### src/rtl/forward_scoreboard.sv
// Operand-forwarding scoreboard: tracks destination tags of DEPTH post-EX stages and
// picks forward sources / load-use stalls for EX. Optional stall counter: FWD_STALL_CNT_EN.
module forward_scoreboard #(
  parameter  int XLEN  = 32,
  parameter  int DEPTH = 3,
  localparam int SELW  = $clog2(DEPTH + 1)
) (
  input  logic            clk,
  input  logic            rst,
  input  logic            ex_valid,
  input  logic [4:0]      ex_rs1,
  input  logic [4:0]      ex_rs2,
  input  logic [4:0]      ex_rd,
  input  logic            ex_regwrite,
  input  logic            ex_late,
  input  logic            flush,
  output logic [SELW-1:0] fwd_a,
  output logic [SELW-1:0] fwd_b,
  output logic            stall
`ifdef FWD_STALL_CNT_EN
  ,
  output logic [15:0]     stall_cnt
`endif
);

  if (DEPTH < 2 || DEPTH > 6 || XLEN < 1) begin : g_param_check
    $error("forward_scoreboard: DEPTH must be 2..6 and XLEN positive");
  end

  logic [DEPTH-1:0] valid_q, valid_d;
  logic [DEPTH-1:0] late_q, late_d;
  logic [4:0]       rd_q [DEPTH];
  logic [4:0]       rd_d [DEPTH];

  logic             ex_active;
  logic             load_en;
  logic [4:0]       src [2];

  assign src[0]    = ex_rs1;
  assign src[1]    = ex_rs2;
  assign ex_active = ex_valid && !flush;

  // Youngest match wins; only a late producer still in stage 0 is not yet ready.
  for (genvar gi = 0; gi < 2; gi++) begin : g_src
    logic [SELW-1:0] sel;
    logic            not_ready;

    always_comb begin
      sel       = '0;
      not_ready = 1'b0;
      for (int i = DEPTH - 1; i >= 0; i--) begin
        if (valid_q[i] && rd_q[i] == src[gi]) begin
          not_ready = late_q[i] && (i == 0);
          sel       = (late_q[i] && (i == 0)) ? '0 : SELW'(i + 1);
        end
      end
      if (src[gi] == 5'd0) begin
        sel       = '0;
        not_ready = 1'b0;
      end
    end
  end

  assign stall   = ex_active && (g_src[0].not_ready || g_src[1].not_ready);
  assign fwd_a   = ex_active ? g_src[0].sel : '0;
  assign fwd_b   = ex_active ? g_src[1].sel : '0;
  assign load_en = ex_valid && ex_regwrite && (ex_rd != 5'd0) && !stall && !flush;

  assign valid_d[0] = load_en;
  assign late_d[0]  = ex_late;
  assign rd_d[0]    = ex_rd;

  for (genvar gi = 1; gi < DEPTH; gi++) begin : g_shift
    assign valid_d[gi] = valid_q[gi-1];
    assign late_d[gi]  = late_q[gi-1];
    assign rd_d[gi]    = rd_q[gi-1];
  end

  // Only the valid bits need reset; tags behind a cleared valid are never looked at.
  always_ff @(posedge clk) begin
    if (rst) begin
      valid_q <= '0;
    end else begin
      valid_q <= valid_d;
    end
    late_q <= late_d;
    rd_q   <= rd_d;
  end

`ifdef FWD_STALL_CNT_EN
  logic [15:0] stall_cnt_q, stall_cnt_d;

  always_comb begin
    stall_cnt_d = stall_cnt_q;
    if (stall && stall_cnt_q != 16'hFFFF) begin
      stall_cnt_d = stall_cnt_q + 16'd1;
    end
  end

  always_ff @(posedge clk) begin
    if (rst) begin
      stall_cnt_q <= '0;
    end else begin
      stall_cnt_q <= stall_cnt_d;
    end
  end

  assign stall_cnt = stall_cnt_q;
`endif

endmodule

### config.mk
export PLATFORM = sky130hd
export DESIGN_NAME = forward_scoreboard
export DESIGN_NICKNAME = d
export VERILOG_FILES = /design/src/rtl/forward_scoreboard.sv
export SDC_FILE = /design/constraint.sdc
export NUM_CORES = 1
export LEC_CHECK = 0
export ABC_AREA = 1
export BUFFER_PORTS_ARGS = -buffer_cell sky130_fd_sc_hd__buf_2
export CORE_ASPECT_RATIO = 0.9
export CORE_UTILIZATION = 42
export DETAILED_ROUTE_END_ITERATION = 16
export PLACE_DENSITY_LB_ADDON = 0.1
export SLEW_MARGIN = 40
export SYNTH_ARGS = -nofsm -noshare
export SYNTH_HDL_FRONTEND = slang
export SYNTH_SLANG_ARGS = --single-unit
### constraint.sdc
create_clock -name clk -period 1.6 [get_ports clk]
set_clock_uncertainty 0.2 [all_clocks]
set_input_delay 0.4 -clock clk [delete_from_list [all_inputs] [get_ports clk]]
set_output_delay 0.4 -clock clk [all_outputs]
set_load 0.005 [all_outputs]
==> results.ini, run 1 <==
[grt]
grt_use_total_pct = 23.0
grt_pass1_wl_um = 4410
first_global_vias = 1076
grt_max_degree = 13
overflow = 0
antenna_found_initial = 0

[worst_setup_path]
arrival_ns = 1.46
cp.required_ns = 1.00
crit_type = reg -> out
rrSetupSlack_ns = 0.22
cp_max_fo = 2
setup.worst_path.end_class = primary output
critPathLaunchType = register

[routing]
dr_total_vias = 1159
dr.pass1.iters = 6
drt-initial-drc-count = 33
wire_per_inst_um = 11.5
ant_nets = 0
vias_per_cell = 4.97
routed_wl_um = 2670
drc = 0

[finish]
fin_area_um2 = 1430
diodes = 0
fillCellCount = 217
drive_gt1_share_pct = 38.8
area_growth_pct = 38.0
finish.net_count = 228

[placement]
port_buffers = 25
gp_congestion = 0.899
dpl_cell_area_um2 = 1230
hpwl_um = 2030

[floorplanning]
fp.dieW_um = 54.4
rows = 16
dieArea_um2 = 2670
start_util_pct = 46.2
core_area_um2 = 2240
die_h_um = 49.1
num_io_pins = 26

[timing]
hold_violations = 0
rsz0062_at_grt = yes
worst_pin_slew_ns = 0.211
final.setup.tns_ns = -2.07
period_minus_slack_ns = 2.06
slew_violations = 0
layout_setup_ws_ns = -0.463
fmax_mhz = 485
slew_headroom_pct = 85.9
setup-violations-final = 5
holdWs_ns = 0.0624
fin_crit_sh_pct = 129

[clock_tree]
clock_path_buffers = 2
cts_buffers = 3
cts.sinks = 19
cts-htree-levels = 1
cts_tree = built
path_clk_slew_ns = 0.11
ctsRootBufferMaster = clkbuf_4
clk_latency_ns = 0.30

[synth]
syn_inst = 165
synth_top_cell_by_area = dfxtp_1
synth-seq-cells = 19
synth_warnings = 0
synthesis.nets = 186
syn_area_per_cell_um2 = 6.28
ys_top_cells_by_area = dfxtp_1, nand2_1, inv_1
syn-cell-area_um2 = 1040
yosys.area.top_type_share_pct = 36.7
synth_cell_types = 17
ys_seq_area_share_pct = 36.7

[outcome]
violations = setup timing
outcome = finished with violations

[flow_run]
drv_cap = 0

[power]
peakVddDrop_mv = 0.627
p_leak_nw = 0.699
power.density_nw_per_um2 = 674

[worst_hold_path]
hold_class = in -> reg

-- cell type report --
| cell class | instances | area, um2 | area share [%] |
|---|---|---|---|
| clock buffer | 3 | 22.5 | 1.57 |
| inverter | 29 | 110 | 7.70 |
| tap | 27 | 33.8 | 2.36 |
| multi-input combinational | 117 | 622 | 43.5 |
| timing repair buffer | 37 | 234 | 16.4 |
| sequential | 19 | 400 | 28.0 |
| clock inverter | 1 | 7.51 | 0.525 |
-- worst paths after layout --
path | from | end | cells after the start
min | rst | valid_q[1]$_SDFF_PP0_ | 2
max | rd_q[1]$_DFF_P_ | fwd_b[1] | 8
max reg2reg | rd_d[6]$_DFF_P_ | valid_q[0]$_SDFF_PP0_ | 8
min reg2reg | rd_d[1]$_DFF_P_ | rd_q[1]$_DFF_P_ | 0
-- worst max-delay path, cell delays in order, from the launching register on --
cell	delay, ns
dfxtp_2	0.37
inv_2	0.04
nand2_1	0.06
o21ai_1	0.06
inv_1	0.07
nand3_2	0.06
or2_0	0.23
a21oi_1	0.14
buf_2	0.13
-- per-layer routing --
layer / GRT usage [%] / share of wire [%]
met5: 0 / 0
met4: 6.41 / 0.94
met3: 5.61 / 5.6
met2: 37.4 / 50
met1: 29.3 / 44
-- Yosys cell counts --
| master | number |
|---|---|
| dfxtp_1 | 19 |
| clkinv_1 | 2 |
| o21ai_1 | 1 |
| xor2_1 | 5 |
| nand3_2 | 2 |
| inv_1 | 22 |
| or2_0 | 2 |
| nand2_1 | 51 |
| nand3_1 | 11 |
| nor2_2 | 2 |
| nand4_1 | 2 |
| nor2_1 | 21 |
| inv_2 | 5 |
| nor3_1 | 2 |
| a21oi_1 | 8 |
| o21ai_0 | 6 |
| xnor2_1 | 4 |
-- power by group --
group / internal [W] / switching [W] / total [W]
Clock: 0.0000953 / 0.000158 / 0.000254
Sequential: 0.000496 / 0.0000228 / 0.000519
Combinational: 0.0000830 / 0.000108 / 0.000191
-- cells in the final DEF, fill, tap and decap left out, drive strengths merged, types with 5 or more instances in the layout --
cell and instances:
dfxtp 19, dlygate4sd3 6, inv 28, buf 31, nand2 51, xor2 5
nand3 13, a21oi 8, o21ai 7, nor2 23
-- state kept, by name, indices dropped and copies added (netlist names) --
name	count
rd_d	10
rd_q	5
valid_q	3
late_q	1
-- stage by stage --
step                      power, W  setup slack [ns]  util [%]  std cells
after global routing       0.00104            -0.587      63.8        233
after detailed placement  0.000684            -0.318      55.0        222
after CTS                 0.000960            -0.464      60.3        233
final                     0.000964            -0.463      63.8        233
after global placement    0.000681            -0.325      55.0        222
after floorplan           0.000612           0.00854         -        165
-- timing repair --
| action | in CTS | in global routing |
|---|---|---|
| hold buffers | 6 | 0 |
| endpoints found under the hold margin | 6 | 0 |
| setup endpoints to repair | 5 | 5 |
| resized for setup | 14 | 33 |
| buffers inserted | 1 | 0 |
| pin swaps | 9 | 17 |
-- kinds of logic (layout without fill, tap and decap cells) --
family,count (synthesis),after routing,synth area share (%)
compound gates,15,15,7.25
simple gates,93,93,37.9
xor+xnor,9,9,7.61
flops,19,19,36.7
buf+inv,29,70,10.5
No activity file was read; power rests on OpenSTA's default activity.
==> run 2: changes to the inputs <==
- BUFFER_PORTS_ARGS: -buffer_cell sky130_fd_sc_hd__buf_2 -> -buffer_cell sky130_fd_sc_hd__buf_4
- CORE_MARGIN: default -> 2
- CORE_UTILIZATION: 42 -> 51
==> run 2 against run 1 <==
Against the previous run:
- the run still ends with setup timing left
- design area up 5.1%
- non-clock buffer count unchanged
- critical path type unchanged
- highest routed layer unchanged
- clock-buffer cell count up 1
- first-iteration DRC count down 6.1%
- register-to-register slack about the same
- critical endpoint unchanged
- die area down 9.8%
==> results.ini, run 2 (synthesized netlist as in run 1, its figures left out) <==
[power]
peakVddDrop_mv = 0.475  ; was 0.627 mV
power.density_nw_per_um2 = 654  ; was 674 nW/um2
p_leak_nw = 0.720  ; was 0.699 nW
p_total_w = 0.000982  ; was 0.000964 W

[finish]
largest_reg_flops = 10  ; unchanged
finish.net_count = 228  ; unchanged
area_growth_pct = 45.0  ; was 38.0%
drive_gt1_share_pct = 41.7  ; was 38.8%
fillCellCount = 144  ; was 217
final_cell_mix = nand2_1, buf_4, nor2_1  ; was nand2_1, buf_2, nor2_1
diodes = 0  ; unchanged
final_common_cell = nand2_1  ; unchanged
finalNonFillerCells = 231  ; was 233
postLayoutCoreUtil_pct = 78.5  ; was 63.8%

[worst_setup_path]
startpoint = rd_q[4]$_DFF_P_  ; was rd_q[1]$_DFF_P_
reg2reg_from = rd_d[8]$_DFF_P_  ; was rd_d[6]$_DFF_P_
path_delay_family = flip-flops  ; unchanged
cp_max_fo = 2  ; unchanged
arrival_ns = 1.40  ; was 1.46 ns
setup.worst_path.end_class = primary output  ; unchanged
critPathLaunchType = register  ; unchanged
rrSetupSlack_ns = 0.21  ; was 0.22 ns
path_cells = xnor2_1 > nand3_2 > or2_0 > a21oi_1 > buf_4  ; was inv_2 > nand2_1 > o21ai_1 > inv_1 > nand3_2 > or2_0 > a21oi_1 > buf_2
crit_type = reg -> out  ; unchanged
critPathMaxStageDelay_ns = 0.35  ; was 0.37 ns
path_buf_inv = 1  ; was 3
cp.required_ns = 1.00  ; about the same
slowest_stage = dfxtp_2  ; unchanged

[clock_tree]
path_clk_slew_ns = 0.11  ; about the same
post-cts-setup-buffer-count = 0  ; was 1
cts.sinks = 19  ; unchanged
cts_tree = built  ; unchanged
ctsRootBufferMaster = clkbuf_4  ; unchanged
clk_latency_ns = 0.30  ; about the same
cts_buffers = 3  ; unchanged
clock_path_buffers = 2  ; unchanged
cts-htree-levels = 1  ; unchanged

[outcome]
violations = setup timing  ; unchanged
outcome = finished with violations  ; unchanged

[routing]
wl_met3_um = 175  ; was 150 um
drt-initial-drc-count = 31  ; was 33
top_layer = met4  ; unchanged
dr.pass1.iters = 4  ; was 6
dr_total_vias = 1142  ; was 1,159
wire_per_inst_um = 11.9  ; was 11.5 um
vias_per_cell = 4.94  ; was 4.97
routed_wl_um = 2760  ; was 2670 um
drc = 0  ; unchanged
wl_met1_um = 1210  ; was 1170 um
wl_met2_um = 1330  ; about the same
ant_nets = 0  ; unchanged

[grt]
antenna_found_initial = 0  ; unchanged
grt_use_total_pct = 24.4  ; was 23.0%
grt_max_degree = 11  ; was 13
grt_pass1_wl_um = 4200  ; was 4410 um
overflow = 0  ; unchanged
first_global_vias = 988  ; was 1,076

[timing]
slew_violations = 0  ; unchanged
fin_crit_sh_pct = 125  ; was 129%
fmax_mhz = 499  ; was 485 MHz
worst_pin_slew_ns = 0.184  ; was 0.211 ns
hold_violations = 0  ; unchanged
slew_headroom_pct = 87.7  ; was 85.9%
setup-violations-final = 5  ; unchanged
layout_setup_ws_ns = -0.402  ; was -0.463 ns
period_minus_slack_ns = 2.00  ; was 2.06 ns
rsz0062_at_grt = yes  ; unchanged
final.setup.tns_ns = -1.95  ; was -2.07 ns

[floorplanning]
fp.dieW_um = 51.5  ; was 54.4 um
num_io_pins = 26  ; unchanged
core_area_um2 = 1910  ; was 2240 um2
die_h_um = 46.8  ; was 49.1 um
dieArea_um2 = 2410  ; was 2670 um2
rows = 15  ; was 16
start_util_pct = 54.1  ; was 46.2%

[worst_hold_path]
min_from = rst  ; unchanged
hold_class = in -> reg  ; unchanged

[placement]
gp_congestion = 0.931  ; was 0.899
hpwl_um = 1990  ; was 2030 um
place_inst = 221  ; was 222
port_buffers = 25  ; unchanged

[flow_run]
drv_cap = 0  ; unchanged

==> run 2: repair_timing <==
item	4_1_cts	5_1_grt
gates resized for setup	26	28
hold endpoints to repair	2	4
endpoints found under the setup margin	5	5
hold buffers	2	4
pin swaps	14	10
==> run 2: layer usage <==
metal	GRT usage [%]	vias to the layer above
li1	-	588
met1	30.6	500
met2	43.1	47
met3	5.73	7
met4	6.32	0
met5	0	-
==> run 2: area by class of cell <==
cell class | instances | area [um2] | share of cell area, %
multi-input cells | 117 | 632 | 42.0
flip-flops and latches | 19 | 405 | 27.0
repair buffers | 37 | 297 | 19.7
inverters | 29 | 111 | 7.41
well taps | 25 | 31.3 | 2.08
clock buffers | 4 | 26.3 | 1.75
==> run 2: power breakdown <==
| part | total, W | leakage (nW) | internal [W] | switching, W |
|---|---|---|---|---|
| sequential | 0.000519 | 0.161 | 0.000496 | 0.0000234 |
| combinational | 0.000210 | 0.544 | 0.000100 | 0.000110 |
| clock | 0.000254 | 0.0150 | 0.0000973 | 0.000156 |
| total | 0.000982 | 0.720 | 0.000693 | 0.000289 |
==> run 2: worst paths after layout <==
| path | to | depth (start not counted) |
|---|---|---|
| worst min register to register | rd_q[1]$_DFF_P_ | 0 |
| worst max register to register | valid_q[0]$_SDFF_PP0_ | 8 |
| worst min-delay path | valid_q[1]$_SDFF_PP0_ | 2 |
| worst max-delay path | fwd_b[1] | 5 |
==> run 2: per-stage QoR <==
step / area, um2 / worst slack, ns / hold WS [ns]
after floorplan: 1040 / 0.00854 / 0.151
after global placement: 1300 / -0.286 / 0.170
after detailed placement: 1300 / -0.302 / 0.173
after CTS: 1410 / -0.411 / 0.00123
after global routing: 1500 / -0.505 / 0.0478
final: 1500 / -0.402 / 0.0549
